**src/rtl/rr_bus_arbiter.sv**
```systemverilog
// Round-robin arbiter: one registered grant per request burst, with hold timeout and one idle bubble between grants.
// Grant appears one cycle after the request; a non-owner waits for the owner to release or time out.
module rr_bus_arbiter #(
  parameter int N        = 4,
  parameter int IDX_W    = $clog2(N),
  parameter int MAX_HOLD = 8
) (
  input  logic             clk,
  input  logic             rst_n,
  input  logic [N-1:0]     req,
  output logic [N-1:0]     grant,
  output logic [IDX_W-1:0] grant_idx,
  output logic             grant_valid,
  output logic             timeout
);

  localparam int CNT_W = (MAX_HOLD < 1) ? 1 : $clog2(MAX_HOLD + 1);
  localparam logic [CNT_W-1:0] HOLD_LAST = (MAX_HOLD == 0) ? '0 : CNT_W'(MAX_HOLD - 1);

  typedef enum logic {
    IDLE    = 1'b0,
    GRANTED = 1'b1
  } state_t;

  state_t           state_q, state_d;
  logic [N-1:0]     grant_q, grant_d;
  logic [IDX_W-1:0] grant_idx_q, grant_idx_d;
  logic [IDX_W-1:0] ptr_q, ptr_d;
  logic [CNT_W-1:0] hold_q, hold_d;
  logic             timeout_q, timeout_d;

  logic [IDX_W-1:0] pick_idx;
  logic             pick_vld;
  logic [N-1:0]     others;
  logic             release_now;

  // Scan downward so the lowest offset from ptr_q is the one that sticks.
  always_comb begin
    pick_idx = '0;
    pick_vld = 1'b0;
    for (int off = N - 1; off >= 0; off--) begin
      if (req[ptr_q + IDX_W'(off)]) begin
        pick_idx = ptr_q + IDX_W'(off);
        pick_vld = 1'b1;
      end
    end
  end

  always_comb begin
    state_d     = state_q;
    grant_d     = grant_q;
    grant_idx_d = grant_idx_q;
    ptr_d       = ptr_q;
    hold_d      = hold_q;
    timeout_d   = 1'b0;
    others      = req & ~grant_q;
    release_now = 1'b0;

    case (state_q)
      IDLE: begin
        if (pick_vld) begin
          state_d           = GRANTED;
          grant_d           = '0;
          grant_d[pick_idx] = 1'b1;
          grant_idx_d       = pick_idx;
          hold_d            = '0;
        end
      end
      GRANTED: begin
        release_now = !req[grant_idx_q] ||
                      ((MAX_HOLD != 0) && (hold_q == HOLD_LAST) && (|others));
        if (release_now) begin
          state_d     = IDLE;
          grant_d     = '0;
          grant_idx_d = '0;
          ptr_d       = grant_idx_q + IDX_W'(1);
          hold_d      = '0;
          // An owner dropping on the timeout cycle counts as a voluntary release.
          timeout_d   = req[grant_idx_q];
        end else if (hold_q != HOLD_LAST) begin
          hold_d = hold_q + CNT_W'(1);
        end
      end
      default: state_d = IDLE;
    endcase
  end

  always_ff @(posedge clk or negedge rst_n) begin
    if (!rst_n) begin
      state_q     <= IDLE;
      grant_q     <= '0;
      grant_idx_q <= '0;
      ptr_q       <= '0;
      hold_q      <= '0;
      timeout_q   <= 1'b0;
    end else begin
      state_q     <= state_d;
      grant_q     <= grant_d;
      grant_idx_q <= grant_idx_d;
      ptr_q       <= ptr_d;
      hold_q      <= hold_d;
      timeout_q   <= timeout_d;
    end
  end

  assign grant       = grant_q;
  assign grant_idx   = grant_idx_q;
  assign grant_valid = |grant_q;
  assign timeout     = timeout_q;

endmodule
```
**config.mk**
```make
export PLATFORM = sky130hd
export DESIGN_NAME = rr_bus_arbiter
export DESIGN_NICKNAME = d
export VERILOG_FILES = /design/src/rtl/rr_bus_arbiter.sv
export SDC_FILE = /design/constraint.sdc
export NUM_CORES = 1
export LEC_CHECK = 0
export ABC_AREA = 1
export ABC_CLOCK_PERIOD_IN_PS = 2550
export CORE_MARGIN = 10
export CORE_UTILIZATION = 60
export CTS_BUF_LIST = sky130_fd_sc_hd__clkbuf_8
export DETAILED_ROUTE_END_ITERATION = 10
export GPL_TIMING_DRIVEN = 0
export PLACE_DENSITY_LB_ADDON = 0.12
export SLEW_MARGIN = 20
export SYNTH_ARGS = -nofsm -noshare
export SYNTH_HDL_FRONTEND = slang
export SYNTH_SLANG_ARGS = --single-unit
```
**constraint.sdc**
```tcl
create_clock -name clk -period 2.55 [get_ports clk]
set_input_delay 0.765 -clock clk [delete_from_list [all_inputs] [get_ports clk]]
set_output_delay 0.765 -clock clk [all_outputs]
set_load 0.01 [all_outputs]
```
# Yosys cells after proc, flatten, opt, wreduce, memory -nomap -nowiden
# Index checks and enable logic that the tools add are counted.
# word_totals
register_bits,14
input_bits,6
output_inout_bits,8
wordCells,70
# classes
addsub,5
n_lt_le_gt_ge,7
eq_ne,5
muxes,35
n_bitwise,3
n_reduce_logical,9
# ops
operator,n
$mux 4,5
$lt 2x3->1 const B,6
$pmux 4 s2,2
$mux 1,14
$mux 2,6
$bmux 1 s2,5
$reduce_or 4->1,2
$reduce_and 2->1,3
$add 2x1->2 const B,2
$add 2x2->2 const B,2
$add 4x1->4 const B,1
$and 4x4->4,1
$eq 4x3->1 const B,1
$ne 4x3->1 const B,1
$not 4->4,1
$pmux 2 s2,1
$ne 3x1->1 const B,1
$demux 1 s2,1
$ge 2x1->1 const B,1
$logic_and 1x1->1,2
$ne 2x1->1 const B,1
$ne 2x2->1 const B,1
$pmux 1 s2,1
$logic_not 1->1,1
other kinds (2),2

# Depth between registers and ports, before layout
# depth
word_depth,13
depth_mapped,12
ltp_nobuf,11

# Worst setup path before layout
# No wires, ideal clock.
# synth_timing
path_kind,input-to-reg
from,input req[2]
to,register grant_idx_q[1] (netlist: grant_idx[1])
setup_ns,0.074
arrival_time_ns,1.493
required_ns,2.476
path_slack_ns,0.983
cell_stages,7
path_buffers,0
cell_sequence,inv_1 -> o21ai_0 -> o21ai_1 -> nand3_1 -> nand2_2 -> nand2_1 -> o21ai_2
# synth_between
elab_chain_len,8
elab_cells_between_ends,28
cone_classes,2 x eq/ne; 20 x mux; 1 x bitwise; 5 x reduce/logical
# synth_lines
element,line_no,text
from (decl),10,"input logic [N-1:0] req,"
$bmux 1 s2,42,if (req[ptr_q + IDX_W'(off)]) begin
$mux 1 (not written as such),42,
$mux 2 / $mux 1 (equally long branches) (4 in series),42,
$mux 2 / $ne 2x2->1 (equally long branches),-,
$pmux 2 s2 / $reduce_and 2->1 (equally long branches),-,
to (signal assigned),99,grant_idx_q <= grant_idx_d;
to (decl),27,"logic [IDX_W-1:0] grant_idx_q, grant_idx_d;"
# Parallel ways exist; a longest one is shown, timed or not. The select of a mux whose other input is x is not followed.
# A chain may end at the register's enable or synchronous reset.

# Worst setup path in the final report
# layout_timing
from,register grant_q[1] (netlist: grant[1])
to,output grant_valid
# layout_between
elab_chain_len,1
# layout_lines
element,line_no,text
from (decl),26,"logic [N-1:0] grant_q, grant_d;"
from (signal assigned),98,grant_q <= grant_d;
$reduce_or 4->1,108,assign grant_valid = |grant_q;
to (decl),13,"output logic grant_valid,"
# No other way between the ends.

==> results by group <==
Run status
  – Status: completed

Floorplanning
  – DIE AREA: 3677 sq um
  – Placeable Area: 1541 sq um
  – Row cnt: 14
  – Die Span X: 60.64 um
  – I/O pin cnt: 14
  – Die height: 60.64 um
  – Initial Utilization: 0.6429

Drt
  – Final antenna-violating net count: 0
  – Routed via count: approximately 930
  – Wirelength per Cell: roughly 12 um
  – Vias/cell: 5.301
  – Initial DRC Count: 42
  – Drt drc: 0
  – Routed WL: ~2200 um
  – DR pass1 iterations: 4

Global route
  – Initial antenna violation count: 0
  – GR Util All Layers: 0.1255
  – GRT overflow: 0
  – First-pass GRT wire length: ~3600 um
  – Largest net degree at the start of global routing: 15
  – Vias in the first global route: 848

Synth
  – Sequential element share of the synthesized area: 0.3535
  – Synth cell types: 24
  – Ys Warns: 0
  – Syn avg cell area: about 6.9 sq um
  – Synth Register Bits: 14
  – Post-synth top area cell: dfrtp_1
  – Post-Syn Instances: 143
  – Synth Net Count: 150
  – Top-area cell type share of the netlist area: 0.3535
  – Dominant cells by area after synthesis: dfrtp_1 (35%), nand2_1 (19%), nand3_1 (7.1%)
  – Mapped Area: approximately 990 sq um

STA
  – Final hold slack: 0.5190 ns
  – Final Cycle Share: 0.8235
  – Unrepaired setup endpoints after global routing: false
  – Clock Skews: 0.002675 ns
  – Fmax: 476.2 MHz
  – Final setup margin: ~0.45 ns
  – Fin crit period: around 2.1 ns
  – Endpoints failing setup: 0
  – Slew @ Worst Pin: 0.6439 ns
  – TNS Setup: 0 ns
  – Relative slew slack: 0.5694
  – Slew Limit Fails: 0
  – Final Hold Vio Count: 0

Final layout
  – Layout cell share with drive strength beyond 1: 0.1750
  – Core Util, Final: 0.7760
  – Antenna fix cells: 0
  – Layout area overhead: 20.71%
  – # nets final: about 170
  – Most common cell after layout, fill and taps aside: nand2_1
  – Commonest non-fill, non-tap cells in the layout: nand2_1 (50), inv_1 (16), nand3_1 (14), dfrtp_1 (14), clkdlybuf4s50_1 (13)
  – Final Instance Count excl. Fillers: 176

Pwr
  – Clock share of power: 0.153
  – Flop pwr share: 0.244
  – Switching share of power: 0.4687
  – Maximum vdd drop: 0.8581 mV
  – P_int: 756.7 uW
  – Leakage power: 0.6322 nW
  – Comb pwr share: 0.602
  – Power Dens Cells: 1191 nW/um^2
  – Switching power: 667.6 uW

Place
  – Gpl congestion: roughly 0.88
  – Post-place setup slack: 0.2356 ns
  – Dpl cells: 172
  – PortBufs: 13
  – Final HPWL DP: 1716 um

Setup path
  – Startpoint types: register
  – Critical Path RT: 1.79 ns
  – Arrival time worst endpoint: between 1 and 1.5 ns
  – Crit end category: output port
  – WS Path Type: reg2out
  – CP max FO: 4

Clocking
  – CTS Hold Bufs: 0
  – Clock root buffer master: clkbuf_8
  – CTS sink count: 14
  – CTS tree: done
  – Cts repair resizes: 0
  – Worst skew pair latency: between 0.2 and 0.3 ns
  – Clk buf depth: 2
  – Post-CTS Repair Setup Buffers: 0
  – H-Tree Depth: 1
  – Total CTS buffers: 3
  – Worst-path clk slew: approximately 0.060 ns

Min path
  – Hold crit path type: reg2reg

Job
  – Max-Cap Viols: 0
-- cells by family after synthesis --
family / Yosys count / share of synthesized area
AO/OA/AOI/OAI: 13 / 0.07954
flip-flops: 14 / 0.3535
AND/OR/NAND/NOR: 90 / 0.4280
adder cells (fa/ha/maj): 1 / 0.01262
XOR/XNOR: 3 / 0.02652
buffers and inverters: 22 / 0.09974
-- path summary, 6_finish.rpt --
| check | start | to | slack, ns | cells after the start |
|---|---|---|---|---|
| max in group asynchronous | rst_n | ptr_q[1] | 1.22 | 1 |
| hold reg to reg | grant[3] | grant[3] | 0.52 | 2 |
| min in group asynchronous | rst_n | grant[0] | 0.91 | 1 |
| setup reg to reg | grant_idx[0] | grant_idx[1] | 1.06 | 9 |
| hold / removal | grant[3] | grant[3] | 0.52 | 2 |
| setup / recovery | grant[1] | grant_valid | 0.45 | 3 |
-- worst max-delay path: stages (launching register included) --
cell and delay (ns):
dfrtp_1 0.41, nor2_1 0.11, nand3_1 0.08, clkdlybuf4s50_1 0.49
-- state kept, by name, summed over array words and instances (netlist names) --
register / flops
grant: 4
grant_idx: 2
hold_q: 4
ptr_q: 2
state_q: 1
timeout: 1
-- stage by stage --
step,power (mW),area (sq um)
after floorplan,0.9873,991.0
after global placement,1.174,1141
after detailed placement,1.206,1141
after CTS,1.429,1196
after global routing,1.555,1196
final,1.424,1196
-- synthesized netlist by cell type --
master and instances:
a21boi_2 1, a21oi_1 1, buf_2 1, buf_6 1
clkbuf_1 1, dfrtp_1 14, ha_1 1, inv_1 16
inv_2 2, inv_8 1, nand2_1 50, nand2_2 10
nand2_4 3, nand3_1 14, nand4_1 1, nor2_1 8
nor2_4 2, nor3_1 1, o21ai_0 1, o21ai_1 8
o21ai_2 2, or2_2 1, xnor2_1 2, xor2_1 1
-- layout make-up --
cell class / instances / area [sq um]
plain buffers: 3 / 20.02
clock buffers: 4 / 55.05
fillers: 119 / 345.3
inverters: 19 / 78.83
multi-input cells: 107 / 541.8
flip-flops and latches: 14 / 350.3
well taps: 16 / 20.02
repair buffers: 13 / 130.1
-- power by group through the flow --
stage	clock network (mW)	registers, mW	logic, mW
6_report	0.218	0.348	0.858
3_3_place_gp	0	0.349	0.826
4_1_cts	0.220	0.348	0.861
2_1_floorplan	0	0.352	0.635
3_5_place_dp	0	0.351	0.854
5_1_grt	0.231	0.355	0.969
-- metal layers --
metal | track usage | up-vias | wire length (um)
li1 | - | 483 | -
met1 | 0.1560 | 417 | 978
met2 | 0.1863 | 26 | 972
met3 | 0.05010 | 7 | 199
met4 | 0.05643 | 0 | 38
met5 | 0 | - | 0
(Power assumes the default switching activity.)
